--- src/rtl/rv32_seq_pkg.sv ---
// -----------------------------------------------------------------------------
// rv32_seq_pkg -- shared definitions for the RV32I multi-cycle sequencer.
//   state_e     : 3-bit controller state encoding (driven on the 'state' port)
//   op_class_e  : dispatch class of an opcode as seen in EXEC
//   OP_*        : RV32I major opcode constants (instr[6:0])
//   classify_op : maps {op, func3} to an op_class_e
// -----------------------------------------------------------------------------
package rv32_seq_pkg;

  typedef enum logic [2:0] {
    ST_FETCH  = 3'd0,
    ST_DECODE = 3'd1,
    ST_EXEC   = 3'd2,
    ST_MEM    = 3'd3,
    ST_WB     = 3'd4,
    ST_HALT   = 3'd5
  } state_e;

  localparam logic [6:0] OP_LOAD   = 7'b0000011;
  localparam logic [6:0] OP_STORE  = 7'b0100011;
  localparam logic [6:0] OP_BRANCH = 7'b1100011;
  localparam logic [6:0] OP_JAL    = 7'b1101111;
  localparam logic [6:0] OP_JALR   = 7'b1100111;
  localparam logic [6:0] OP_LUI    = 7'b0110111;
  localparam logic [6:0] OP_AUIPC  = 7'b0010111;
  localparam logic [6:0] OP_OPIMM  = 7'b0010011;
  localparam logic [6:0] OP_OP     = 7'b0110011;
  localparam logic [6:0] OP_FENCE  = 7'b0001111;
  localparam logic [6:0] OP_SYSTEM = 7'b1110011;

  // How EXEC leaves: through MEM, through WB, straight back to FETCH
  // (retire-only), into HALT as an environment call, or as an illegal op.
  typedef enum logic [2:0] {
    OPC_MEM,
    OPC_WB,
    OPC_RETIRE,
    OPC_ENV,
    OPC_ILLEGAL
  } op_class_e;

  function automatic op_class_e classify_op(input logic [6:0] op,
                                            input logic [2:0] func3);
    op_class_e c;
    c = OPC_ILLEGAL;
    case (op)
      OP_LOAD, OP_STORE:                 c = OPC_MEM;
      OP_LUI, OP_AUIPC, OP_OP, OP_OPIMM,
      OP_JAL, OP_JALR:                   c = OPC_WB;
      OP_BRANCH, OP_FENCE:               c = OPC_RETIRE;
      // Only ecall/ebreak (func3=0) are supported; CSR forms are illegal.
      OP_SYSTEM:                         c = (func3 == 3'b000) ? OPC_ENV : OPC_ILLEGAL;
      default:                           c = OPC_ILLEGAL;
    endcase
    return c;
  endfunction

endpackage

--- src/rtl/rv32_perf_cnt.sv ---
// -----------------------------------------------------------------------------
// rv32_perf_cnt -- free-running cycle and retired-instruction counters.
//   clock       : rising-edge clock
//   reset       : synchronous active-high clear
//   retire      : one pulse per retired instruction (the sequencer's pc_we)
//   cycle_cnt   : non-reset cycles since reset, wraps at 2^32
//   instret_cnt : retired instructions since reset, wraps at 2^32
// -----------------------------------------------------------------------------
module rv32_perf_cnt (
  input  logic        clock,
  input  logic        reset,
  input  logic        retire,
  output logic [31:0] cycle_cnt,
  output logic [31:0] instret_cnt
);

  logic [31:0] cycle_q;
  logic [31:0] instret_q;

  always_ff @(posedge clock) begin
    if (reset) begin
      cycle_q   <= '0;
      instret_q <= '0;
    end else begin
      // Natural 32-bit overflow gives the required wrap to zero.
      cycle_q <= cycle_q + 32'd1;
      if (retire) instret_q <= instret_q + 32'd1;
    end
  end

  assign cycle_cnt   = cycle_q;
  assign instret_cnt = instret_q;

endmodule

--- src/rtl/rv32_seq_ctrl.sv ---
// -----------------------------------------------------------------------------
// rv32_seq_ctrl -- multi-cycle RV32I sequencer (FETCH/DECODE/EXEC/MEM/WB/HALT).
//
// Parameter
//   HALT_ON_ILLEGAL : 1 = illegal opcode enters HALT with 'illegal' set,
//                     0 = illegal opcode retires as a NOP.
// Build option
//   RV32_SEQ_PERF_EN : when defined, instantiates rv32_perf_cnt; otherwise the
//                      counter outputs are tied to zero and no counter exists.
// Ports
//   clock, reset            : rising-edge clock, synchronous active-high reset
//   op, func3               : opcode / func3 of the externally latched IR
//   imem_ready, dmem_ready  : memory handshakes (only observed while waiting)
//   resume                  : leave HALT
//   imem_re, ir_we          : fetch request, instruction register load
//   pc_we                   : one pulse per retired instruction
//   rf_we                   : register-file write, only in WB
//   dmem_re, dmem_we        : data read / write request, only in MEM
//   halted, illegal         : in HALT / HALT caused by an illegal opcode
//   state                   : current state encoding (rv32_seq_pkg::state_e)
//   cycle_cnt, instret_cnt  : performance counters
// -----------------------------------------------------------------------------
module rv32_seq_ctrl
  import rv32_seq_pkg::*;
#(
  parameter bit HALT_ON_ILLEGAL = 1'b1
) (
  input  logic        clock,
  input  logic        reset,
  input  logic [6:0]  op,
  input  logic [2:0]  func3,
  input  logic        imem_ready,
  input  logic        dmem_ready,
  input  logic        resume,
  output logic        imem_re,
  output logic        ir_we,
  output logic        pc_we,
  output logic        rf_we,
  output logic        dmem_re,
  output logic        dmem_we,
  output logic        halted,
  output logic        illegal,
  output logic [2:0]  state,
  output logic [31:0] cycle_cnt,
  output logic [31:0] instret_cnt
);

  state_e state_q, state_d;
  logic   illegal_q;
  logic   set_illegal, clr_illegal;
  logic   imem_re_c, ir_we_c, pc_we_c, rf_we_c, dmem_re_c, dmem_we_c;
  logic   is_store;

  assign is_store = (op == OP_STORE);

  // NOTE: every signal driven here gets a default before the case so no path
  // leaves it unassigned; otherwise synthesis would infer a latch.
  always_comb begin
    state_d     = state_q;
    imem_re_c   = 1'b0;
    ir_we_c     = 1'b0;
    pc_we_c     = 1'b0;
    rf_we_c     = 1'b0;
    dmem_re_c   = 1'b0;
    dmem_we_c   = 1'b0;
    set_illegal = 1'b0;
    clr_illegal = 1'b0;

    case (state_q)
      ST_FETCH: begin
        imem_re_c = 1'b1;
        if (imem_ready) begin
          ir_we_c = 1'b1;
          state_d = ST_DECODE;
        end
      end

      ST_DECODE: state_d = ST_EXEC;

      ST_EXEC: begin
        case (classify_op(op, func3))
          OPC_MEM:    state_d = ST_MEM;
          OPC_WB:     state_d = ST_WB;
          OPC_ENV:    state_d = ST_HALT;
          OPC_RETIRE: begin
            pc_we_c = 1'b1;
            state_d = ST_FETCH;
          end
          default: begin
            if (HALT_ON_ILLEGAL) begin
              set_illegal = 1'b1;
              state_d     = ST_HALT;
            end else begin
              pc_we_c = 1'b1;
              state_d = ST_FETCH;
            end
          end
        endcase
      end

      ST_MEM: begin
        // Exactly one of read/write, selected by the latched opcode.
        dmem_we_c = is_store;
        dmem_re_c = !is_store;
        if (dmem_ready) begin
          if (is_store) begin
            pc_we_c = 1'b1;
            state_d = ST_FETCH;
          end else begin
            state_d = ST_WB;
          end
        end
      end

      ST_WB: begin
        rf_we_c = 1'b1;
        pc_we_c = 1'b1;
        state_d = ST_FETCH;
      end

      ST_HALT: begin
        // The halting instruction retires on resume.
        if (resume) begin
          pc_we_c     = 1'b1;
          clr_illegal = 1'b1;
          state_d     = ST_FETCH;
        end
      end

      default: state_d = ST_FETCH;
    endcase
  end

  // NOTE: state flops use non-blocking assignments so every flop samples the
  // pre-edge values; blocking here would create order-dependent simulation.
  always_ff @(posedge clock) begin
    if (reset) begin
      state_q   <= ST_FETCH;
      illegal_q <= 1'b0;
    end else begin
      state_q <= state_d;
      if (set_illegal)      illegal_q <= 1'b1;
      else if (clr_illegal) illegal_q <= 1'b0;
    end
  end

  // Reset is synchronous, so the registered state is still live during the
  // reset cycle; gating here drops any outstanding request in that cycle.
  assign imem_re = imem_re_c & ~reset;
  assign ir_we   = ir_we_c   & ~reset;
  assign pc_we   = pc_we_c   & ~reset;
  assign rf_we   = rf_we_c   & ~reset;
  assign dmem_re = dmem_re_c & ~reset;
  assign dmem_we = dmem_we_c & ~reset;
  assign halted  = (state_q == ST_HALT) & ~reset;
  assign illegal = illegal_q & ~reset;
  assign state   = state_q;

`ifdef RV32_SEQ_PERF_EN
  rv32_perf_cnt u_perf (
    .clock       (clock),
    .reset       (reset),
    .retire      (pc_we),
    .cycle_cnt   (cycle_cnt),
    .instret_cnt (instret_cnt)
  );
`else
  assign cycle_cnt   = '0;
  assign instret_cnt = '0;
`endif

endmodule

--- config.mk ---
export PLATFORM = sky130hd
export DESIGN_NAME = rv32_seq_ctrl
export DESIGN_NICKNAME = d
export VERILOG_FILES = /design/src/rtl/rv32_seq_pkg.sv /design/src/rtl/rv32_perf_cnt.sv /design/src/rtl/rv32_seq_ctrl.sv
export SDC_FILE = /design/constraint.sdc
export NUM_CORES = 1
export LEC_CHECK = 0
export BUFFER_PORTS_ARGS = -buffer_cell sky130_fd_sc_hd__buf_4
export CORE_ASPECT_RATIO = 0.8
export CORE_MARGIN = 2
export CORE_UTILIZATION = 34
export DETAILED_ROUTE_END_ITERATION = 8
export PLACE_DENSITY = 0.81
export SETUP_SLACK_MARGIN = 0.15
export SLEW_MARGIN = 20
export SYNTH_ARGS = -nofsm -noshare
export SYNTH_HDL_FRONTEND = slang
export SYNTH_SLANG_ARGS = --single-unit
--- constraint.sdc ---
create_clock -name clock -period 1.2 [get_ports clock]
set_input_delay 0.06 -clock clock [delete_from_list [all_inputs] [get_ports clock]]
set_output_delay 0.06 -clock clock [all_outputs]
set_load 0.01 [all_outputs]
After elaboration in Yosys (flattened, before gate mapping)
Cells that the tools add are included.
Cells by class
  bitwise gates (word level): 9
  reduce and logical (&&, ||, !) cells: 10
  muxes and demuxes: 25
  eq/ne operators: 22
Operator list (count)
  $eq 7x7->1 const B: 4
  $eq 7x6->1 const B: 3
  $mux 3: 6
  $mux 1: 15
  $pmux 3 s5: 1
  $eq 7x5->1 const B: 2
  $eq 3x2->1 const B: 4
  $pmux 3 s4: 1
  $logic_not 3->1: 3
  $pmux 3 s3: 1
  $and 1x1->1: 8
  $eq 7x2->1 const B: 1
  $eq 7x4->1 const B: 1
  $eq 3x1->1 const B: 2
  $eq 3x3->1 const B: 2
  $ne 2x2->1 const B: 3
  $reduce_or 6->1: 1
  $pmux 1 s4: 1
  $reduce_or 2->1: 2
  $reduce_or 4->1: 1
  $reduce_and 3->1: 1
  $reduce_bool 2->1: 1
  $logic_not 1->1: 1
  $not 1->1: 1
Word-level totals
  input port bits: 15
  bits in registers: 4
  word-level logic and storage cells: 68
  output and inout port bits: 75

Depth between registers and ports, before layout
  word-level depth: 9
  depth in mapped cells: 5
  depth with buffers taken out: 4

Worst setup path after synthesis
No wires, ideal clock.
  kind: register to output
  from: register state_q[0], in the netlist state[0]
  to: output ir_we
  required time: 1.140 ns
  arrival time: 1.277 ns
  buffers on the path: 1
  path slack: -0.137 ns
  cell stages (with the launch flop): 4
  cells stage by stage: dfxtp_1 -> buf_4 -> nor4_1 -> and2_1
Between the ends
  longest elaborated chain between the ends: 3
RTL lines
  start, declared: line rv32_seq_ctrl.sv:48  | state_e state_q, state_d;
  start signal, assigned: line rv32_seq_ctrl.sv:141  | state_q <= state_d;
  $logic_not 3->1: line rv32_seq_ctrl.sv:69  | case (state_q)
  $mux 1: line rv32_seq_ctrl.sv:69
  $and 1x1->1: line rv32_seq_ctrl.sv:150  | assign ir_we = ir_we_c & ~reset;
  end, declared: line rv32_seq_ctrl.sv:36  | output logic ir_we,
No other way between the ends.

Worst setup path in the final report
  from: register state_q[2], in the netlist state[2]
  to: output pc_we
Between the ends
  longest elaborated chain between the ends: 3
RTL lines
  $eq 3x3->1 / $eq 3x2->1 (equally long branches): line rv32_seq_ctrl.sv:69
  $pmux 1 s4 (*): line rv32_seq_ctrl.sv:69
  $and 1x1->1 (*): line rv32_seq_ctrl.sv:151  | assign pc_we = pc_we_c & ~reset;
  end, declared: line rv32_seq_ctrl.sv:37  | output logic pc_we,
Mark *: on every way between the ends. The rest lies on a longest branch, timed or not.

==> flow_metrics.tcl <==
set metrics [dict create \
    failed_checks "negative setup slack" \
    synth_top_area_share 0.495 \
    powerDensity_nw_per_um2 833 \
    path_cells "nor2_2, and3_4, a211o_1, buf_6" \
    critical_path_class "reg2out" \
    totalWireLength_microns 2130 \
    ant_nets 0 \
    ys.flop_type "dfxtp_1" \
    end_kind "primary output" \
    cp_data_required_time_ps 1140 \
    synthCells 127 \
    post_drt_wl_per_cell_microns 9.96 \
    multi_input_area_sq_um 719 \
    synthTopCellsByArea "buf_4, dfxtp_1, nor3_1" \
    ys_warn_count 0 \
    cp-start-kind "register" \
    synth_cell_type_count 34 \
    drt_iter0_markers 16 \
    cts_tree "yes" \
    rows 17 \
    die_y_microns 52.2 \
    cts_buffer_depth 2 \
    dr.pass1.iters 4 \
    drv_cap 0 \
    arrival_ps 1310 \
    place_congestion 0.885 \
    fin_skew_ps 7.41 \
    hp-start "reset" \
    fmax_mhz 728 \
    r2r_end "state[2]" \
    area_delta_synth_final_pct 31.6 \
    final_cells 214 \
    r2r_cells 5 \
    port_buffers 25 \
    final_max_slew_viol_count 0 \
    clkTransAtPathRegs_ps 40 \
    r2r_start "state[0]" \
    die-area_sq_um 3350 \
    cp_num_buf_inv 1 \
    cp_slowest_stage_delay_ps 430 \
    ys_ff_latch 4 \
    synth-seq-area-share 0.0812 \
    placed_cell_area_sq_um 1090 \
    regArea_sq_um 91.3 \
    finalCriticalPeriod_ps 1370 \
    placed_cells 200 \
    grt_overflow 0 \
    netlist_area_sq_um 986 \
    finalPower_mw 1.08 \
    rsz0062_at_grt "true" \
    grt_max_degree 11 \
    grt_pass1_wl_microns 3040 \
    h-tree-depth 1 \
    irDropWorstVdd_mv 0.253 \
    syn_area_per_cell_sq_um 7.76 \
    cp_slowest_cell "dfxtp_4" \
    antenna_found_initial 0 \
    numCtsBuffers 3 \
    yosysMostFrequentCell "buf_4" \
    worstSkewPairLatency_ps 230 \
    post-route-period-util 1.14 \
    die_x_microns 64.2 \
    synthTopCellsByCount "buf_4, nor3_1, nor2_1" \
    min_path_type "in2reg" \
    final.fill_count 266 \
    n_antenna_cell 0 \
    drc 0 \
    holdPathStages 2 \
    core_area_sq_um 2770 \
    hold_end "state[1]" \
    drive_gt1_frac 0.438 \
    yosys.area.top_type "buf_4" \
    crit_fanout 8 \
    dp_hpwl_microns 1570 \
    gr-usage-all-layers 0.113 \
    postLayoutCoreUtil 0.469 \
    final_area_sq_um 1300 \
    p_leak_nw 0.675 \
    synth_edf_count 0 \
    cpLargestDelayFamily "flip-flops" \
    status "finished, violations left" \
    routed_via_density 3.94 \
    root_buffer "clkbuf_4" \
    setup_viol 9 \
    synthArstFlopShare 0 \
    rrSetupSlack_ps -120 \
    hold_violations 0 \
    vias 843 \
    ioPinCount 90 \
    cts_sinks 4 \
    initial_utilization 0.357 \
    worst_slack_ps -173 \
    fin_nets 192 \
    timing.hold.ws_ps 141 \
    first_global_vias 692 \
    ctsHoldBuffers 0 \
]
-- worst max-delay path by stage --
stage / start / to / slack (ps) / depth (start not counted)
4_1_cts: state[1] / pc_we / -160 / 4
3_5_place_dp: state[2] / illegal_q / -70 / 4
3_3_place_gp: state[2] / illegal_q / -50 / 4
6_report: state[2] / pc_we / -170 / 4
5_1_grt: state[0] / pc_we / -210 / 5
2_1_floorplan: state[1] / state[2] / -30 / 5
-- per-layer routing --
metal,global-route usage,vias to the layer above,share of wire
met4,0.0248,0,0
met3,0.0195,0,0.10
met1,0.132,392,0.35
li1,-,400,-
met2,0.217,51,0.55
met5,0,-,0
-- flip-flops by register name (all words and copies together), names as in the netlist --
| signal | flops |
|---|---|
| state | 3 |
| illegal_q | 1 |
-- layout make-up --
class,count,area share
Sequential cell,4,0.0704
Clock buffer,4,0.0203
Tap cell,38,0.0366
Timing Repair Buffer,50,0.315
Multi-Input combinational cell,117,0.554
Inverter,1,0.00289
-- cells in the final DEF (no fill, tap or decap), drive strengths merged, types with 2 or more instances in the layout --
cell type | netlist | final
conb | 1 | 64
buf | 68 | 50
nor3 | 8 | 8
nor2 | 6 | 6
nand2 | 5 | 5
clkbuf | 0 | 4
dfxtp | 4 | 4
nor2b | 4 | 4
and3 | 3 | 3
nand2b | 3 | 3
o32ai | 2 | 2
nor4 | 2 | 2
o41ai | 2 | 2
a21oi | 2 | 2
nand4bb | 2 | 2
or3 | 2 | 2
o211ai | 2 | 2
-- timing repair --
action                     in CTS  in global routing
setup buffers                   6                  4
setup endpoints to repair      11                 10
gates resized for setup        12                 15
pin swaps                       7                 11
-- worst register-to-register path: stages (launching register included) --
cell and delay [ps]:
dfxtp_4 420, buf_4 180, nand2b_4 60, or3_4 370, o41ai_2 60, and3_1 190
-- kinds of logic after synthesis --
logic type             after synthesis  synth area share
flip-flops                           4            0.0812
AND/OR/NAND/NOR                     39             0.268
AO/OA/AOI/OAI                       14             0.127
buffers and inverters               69             0.520
other                                1           0.00380
-- power by group --
group	internal [mW]	leakage (nW)	total [mW]	switching (mW)
registers	0.165	0.0349	0.226	0.0611
logic	0.343	0.625	0.671	0.328
clock network	0.125	0.0150	0.183	0.0581
-- metrics by stage --
step | TNS [ps] | worst slack [ps]
2_1_floorplan | -40.3 | -34.9
3_3_place_gp | -165 | -49.3
3_5_place_dp | -234 | -70.0
4_1_cts | -734 | -162
5_1_grt | -1180 | -205
6_report | -757 | -173
Note: power is estimated with default switching activity, not from simulation.
